File: config.mk
export PLATFORM = sky130hd
export DESIGN_NAME = im_loader
export DESIGN_NICKNAME = d
export VERILOG_FILES = /design/src/rtl/im_loader.sv
export SDC_FILE = /design/constraint.sdc
export NUM_CORES = 1
export LEC_CHECK = 0
export CAP_MARGIN = 20
export CORE_ASPECT_RATIO = 0.75
export CORE_MARGIN = 2
export CORE_UTILIZATION = 44
export DETAILED_ROUTE_END_ITERATION = 10
export PLACE_DENSITY = 0.72
export SLEW_MARGIN = 20
export SYNTH_ARGS = -nofsm -noshare
export SYNTH_HDL_FRONTEND = slang
export SYNTH_SLANG_ARGS = --single-unit
File: constraint.sdc
create_clock -name clk -period 1.7 [get_ports clk]
set_input_delay 0.255 -clock clk [delete_from_list [all_inputs] [get_ports clk]]
set_output_delay 0.255 -clock clk [all_outputs]
set_load 0.01 [all_outputs]
File: src/rtl/im_loader.sv
// im_loader: streams program bytes into instruction-memory words and holds the core in reset
// until a complete program has been written.
// Bytes are packed little-endian into IM_DATA_BYTES lanes. Each finished word is presented for
// one cycle on o_we_im/o_im_data. A final partial word is flushed with enables only on the
// filled lanes.
// Optional feature macro: IM_LOADER_CHKSUM_EN. When it is defined, the byte tagged with i_last
// is an 8-bit additive checksum of all data bytes. That byte is never written to memory.
module im_loader #(
   parameter int unsigned IM_DATA_BYTES = 4,
   parameter int unsigned MAX_WORDS     = 1024,
   localparam int unsigned CW = $clog2(MAX_WORDS) + 1,
   localparam int unsigned IW = (IM_DATA_BYTES > 1) ? $clog2(IM_DATA_BYTES) : 1
) (
   input  logic                       clk,
   input  logic                       rst_n,
   input  logic                       i_start,
   input  logic                       i_byte_valid,
   input  logic [7:0]                 i_byte,
   input  logic                       i_last,
   output logic                       o_byte_ready,
   output logic [IM_DATA_BYTES-1:0]   o_we_im,
   output logic [8*IM_DATA_BYTES-1:0] o_im_data,
   output logic                       o_core_rst_n,
   output logic                       o_done,
   output logic                       o_err,
   output logic [CW-1:0]              o_word_cnt
);

   typedef enum logic [1:0] {StIdle, StLoad, StDone, StErr} state_e;

   state_e                       state_q;
   logic [IW-1:0]                idx_q;
   logic [8*IM_DATA_BYTES-1:0]   word_q;
   // fin_q marks the cycle of the final write; fin_ok_q selects DONE or ERR afterwards.
   logic                         fin_q;
   logic                         fin_ok_q;
`ifdef IM_LOADER_CHKSUM_EN
   logic [7:0]                   sum_q;
   logic                         chk_ok;
`endif

   logic                         accept;
   logic                         idx_wrap;
   logic                         at_max;
   logic [8*IM_DATA_BYTES-1:0]   merged;
   logic [IM_DATA_BYTES-1:0]     part_mask;

   // Byte handshake, lane merge and partial-word enable mask
   always_comb begin
      accept   = (state_q == StLoad) && !fin_q && o_byte_ready && i_byte_valid;
      idx_wrap = (idx_q == IW'(IM_DATA_BYTES - 1));
      at_max   = (o_word_cnt == CW'(MAX_WORDS));
      merged   = word_q;
      for (int l = 0; l < int'(IM_DATA_BYTES); l++) begin
         if (IW'(l) == idx_q) merged[l*8 +: 8] = i_byte;
      end
      part_mask = '0;
      for (int l = 0; l < int'(IM_DATA_BYTES); l++) begin
`ifdef IM_LOADER_CHKSUM_EN
         // The checksum byte occupies no lane, so only lanes below idx are filled.
         part_mask[l] = (IW'(l) < idx_q);
`else
         part_mask[l] = (IW'(l) <= idx_q);
`endif
      end
`ifdef IM_LOADER_CHKSUM_EN
      chk_ok = (sum_q == i_byte);
`endif
   end

   // Loader FSM with registered outputs
   always_ff @(posedge clk) begin
      if (!rst_n) begin
         state_q      <= StIdle;
         idx_q        <= '0;
         word_q       <= '0;
         fin_q        <= 1'b0;
         fin_ok_q     <= 1'b0;
         o_byte_ready <= 1'b0;
         o_we_im      <= '0;
         o_im_data    <= '0;
         o_core_rst_n <= 1'b0;
         o_done       <= 1'b0;
         o_err        <= 1'b0;
         o_word_cnt   <= '0;
`ifdef IM_LOADER_CHKSUM_EN
         sum_q        <= '0;
`endif
      end else begin
         // Write strobes last exactly one cycle.
         o_we_im   <= '0;
         o_im_data <= '0;
         case (state_q)
            StIdle, StDone, StErr: begin
               if (i_start) begin
                  state_q      <= StLoad;
                  idx_q        <= '0;
                  word_q       <= '0;
                  fin_q        <= 1'b0;
                  fin_ok_q     <= 1'b0;
                  o_byte_ready <= 1'b1;
                  o_core_rst_n <= 1'b0;
                  o_done       <= 1'b0;
                  o_err        <= 1'b0;
                  o_word_cnt   <= '0;
`ifdef IM_LOADER_CHKSUM_EN
                  sum_q        <= '0;
`endif
               end
            end
            StLoad: begin
               if (fin_q) begin
                  fin_q        <= 1'b0;
                  state_q      <= fin_ok_q ? StDone : StErr;
                  o_done       <= fin_ok_q;
                  o_err        <= !fin_ok_q;
                  o_core_rst_n <= fin_ok_q;
               end else if (accept) begin
`ifdef IM_LOADER_CHKSUM_EN
                  if (i_last) begin
                     o_byte_ready <= 1'b0;
                     if (idx_q == '0) begin
                        // Nothing left to flush, so the load ends on the next cycle.
                        state_q      <= chk_ok ? StDone : StErr;
                        o_done       <= chk_ok;
                        o_err        <= !chk_ok;
                        o_core_rst_n <= chk_ok;
                     end else if (at_max) begin
                        state_q <= StErr;
                        o_err   <= 1'b1;
                     end else begin
                        o_we_im    <= part_mask;
                        o_im_data  <= word_q;
                        o_word_cnt <= o_word_cnt + CW'(1);
                        fin_q      <= 1'b1;
                        fin_ok_q   <= chk_ok;
                     end
                  end else begin
                     sum_q  <= sum_q + i_byte;
                     word_q <= idx_wrap ? '0 : merged;
                     idx_q  <= idx_wrap ? '0 : idx_q + IW'(1);
                     if (idx_wrap) begin
                        if (at_max) begin
                           state_q      <= StErr;
                           o_err        <= 1'b1;
                           o_byte_ready <= 1'b0;
                        end else begin
                           o_we_im    <= '1;
                           o_im_data  <= merged;
                           o_word_cnt <= o_word_cnt + CW'(1);
                        end
                     end
                  end
`else
                  word_q <= idx_wrap ? '0 : merged;
                  idx_q  <= idx_wrap ? '0 : idx_q + IW'(1);
                  if ((idx_wrap || i_last) && at_max) begin
                     // No room for another word, so the write is dropped.
                     state_q      <= StErr;
                     o_err        <= 1'b1;
                     o_byte_ready <= 1'b0;
                  end else begin
                     if (idx_wrap || i_last) begin
                        o_we_im    <= idx_wrap ? '1 : part_mask;
                        o_im_data  <= merged;
                        o_word_cnt <= o_word_cnt + CW'(1);
                     end
                     if (i_last) begin
                        o_byte_ready <= 1'b0;
                        fin_q        <= 1'b1;
                        fin_ok_q     <= 1'b1;
                     end
                  end
`endif
               end
            end
            default: state_q <= StIdle;
         endcase
      end
   end

endmodule
==> out/metrics.csv <==
metric,value,unit
outcome,"finished, final reports clean",
DRT Wirelength,8110,um
Non-Filler Instances,536,
GP Congestion,0.870,
fin crit period,1.68,ns
Vias/cell,5.34,
io pins,64,
most frequent cells in the layout,"dfxtp_1 (81), clkdlybuf4s50_1 (59), nor2_1 (42)",
largest net degree at the start of global routing,36,
number of core rows,27,
clk buf depth,2,
"leading cell type in the layout, fill and taps excluded",dfxtp_1,
Yosys warnings,0,
WHS,0.463,ns
IO Port Bufs,63,
DR pass1 iterations,5,
vias in the first global route,2760,
library cells used by synthesis,42,
Tot GR Track Use,20.1,%
syn_area_per_cell,10.1,um^2
dpl hpwl,5670,um
leakage,1.77,nW
CP Capture Type,primary output,
Core Box Area,0.00747,mm^2
Final setup viols,0,
Final nets,451,
Post-route DRC,0,
post-route clock skew,0.00720,ns
worst setup path end,o_word_cnt[6],
R2R setup slack,0.06,ns
Mapped Cells,341,
FF-to-FF path depth,5,
worst r2r dst,word_q[22],
Seq cells post-synth,88,
setup_tns,0,ns
critical path class,flip-flop to primary output,
n_diodes,0,
Clock Sinks,88,
post-DR wirelength/cell,15.1,um
max cap viols,0,
Met1 Wirelength,3870,um
"Clk pin slew, worst setup/hold paths",0.08,ns
Max Used Layer,met4,
register area,0.00177,mm^2
CTS root buf,clkbuf_8,
total die area,0.00854,mm^2
clock buffer count from CTS,9,
syn nets,361,
cts hold-fix bufs,0,
H-tree levels,3,
share of layout cells above drive strength 1,17.5,%
pre-CTS setup slack,-0.140,ns
Slew Limit Headroom,73.9,%
max-slew violations,0,
Iter 0 DRT Violations,120,
synth top area cells,"dfxtp_1 (51%), mux2i_1 (10%), a32o_1 (7.0%), nor2_1 (4.7%), ha_1 (2.6%)",
sequential fraction of the synthesis area,51.3,%
Initial Util,46.0,%
clk_lat worst skew,0.36,ns
vias post-DR,2860,
Area Growth Syn to Fin,36.4,%
"Period Utilization, post-route",99.1,%
Die H,80.5,um
Max VDD drop,0.000366,V
GR Overflow Total,0,
initial antenna violation count,0,
WL met2,3750,um
met3 wire len,405,um
Hold Crit Start,word_q[27],
hold crit path type,flip-flop to flip-flop,
final hold vios,0,
RSZ-0062 raised after global routing,yes,
CTS tree,built,
fin worst setup slack,0.0150,ns
worst-margin pin slew,0.391,ns
crit path launch,o_word_cnt[6],
synthesized area,0.00343,mm^2
worst path required time,1.44,ns
post-synth top area share,51.3,%
DP Cell Count,520,
Cell Pwr Density,806,mW/mm^2
CP arrival,1.43,ns
crit path launch type,flip-flop,
# fillers,632,
Routed Antenna Nets,0,
fmax,593,MHz
multi-input logic area,0.00159,mm^2
CP max FO,5,
reg2reg start,state_q[0],
first-pass GRT wire length,13300,um
Die W,106,um
"area leader, netlist",dfxtp_1,
[area by class of cell]
type	count	share of cell area [%]
clock inverter	5	1.23
inverter	10	0.801
multi-input combinational	220	34.0
timing repair buffer	102	20.5
sequential	88	37.8
clock buffer	10	2.94
tap	101	2.70
[registers in the layout (all words and copies together) (netlist names)]
signal,flops
fin_q,1
o_we_im,4
o_byte_ready,1
word_q,32
fin_ok_q,1
o_err,1
idx_q,2
o_done,1
state_q,2
o_word_cnt,11
o_im_data,32
[worst min-delay path by stage]
| stage | depth (start not counted) | to | slack, ns |
|---|---|---|---|
| floorplan | 2 | o_we_im[2] | 0.40 |
| global placement | 1 | word_q[27] | 0.44 |
| detailed placement | 1 | word_q[27] | 0.44 |
| CTS | 1 | word_q[31] | 0.47 |
| global route | 1 | word_q[9] | 0.49 |
| finish | 1 | word_q[27] | 0.46 |
[per-layer routing]
metal	vias up	global-route usage, %
met2	82	32.9
met4	0	6.32
li1	1409	-
met1	1360	26.2
met3	9	4.95
met5	-	0
[power breakdown]
group	switching, mW	total [mW]	internal (mW)
logic	0.160	0.287	0.127
clock network	0.695	1.41	0.710
registers	0.00912	2.08	2.07
[metrics by stage]
stage	instance area (um^2)	total power [mW]	utilization, %
2_1_floorplan	3480	2.26	-
3_3_place_gp	4430	2.40	59.4
3_5_place_dp	4430	2.40	59.4
4_1_cts	4630	3.81	62.0
5_1_grt	4680	3.93	62.7
6_report	4680	3.77	62.7
[kinds of logic (layout without fill, tap and decap cells)]
family | count (synthesis) | after routing | synth area share (%)
AND/OR/NAND/NOR | 113 | 113 | 16.1
AO/OA/AOI/OAI | 63 | 63 | 15.3
adder cells (fa/ha/maj) | 7 | 7 | 2.55
flip-flops | 88 | 88 | 51.3
buffers and inverters | 33 | 127 | 3.93
multiplexers | 37 | 37 | 10.8
[repair_timing]
item | 4_1_cts | 5_1_grt
buffers inserted | 0 | 0
endpoints found under the hold margin | 0 | 0
gates cloned | 0 | 1
endpoints found under the setup margin | 4 | 37
gates resized for setup | 5 | 16
pin swaps | 0 | 1
[synthesized netlist by cell type (all sizes together)]
library cell   n
a32oi          3
ha             7
a31o           1
clkbuf        12
buf           11
o21bai         1
a21boi         2
a21oi          3
nor2          43
nand3b         2
a41oi          2
a22oi          1
mux2           1
dfxtp         88
or3            3
nand2b         1
nand4          2
o41a           1
o22ai          1
o21ai         10
o2111a         2
o211a          1
and2           9
nor4           6
nor3           8
o211ai         2
nor2b          5
mux2i         36
nand2         18
a32o          24
a31oi          3
inv           10
and3           5
o21a           4
a311oi         2
nand3         11
[worst max-delay path, stage by stage (launching register included)]
cell	delay [ns]
dfxtp_1	0.39
buf_4	0.15
clkdlybuf4s50_1	0.53
Note: power is estimated with default switching activity, not from simulation.
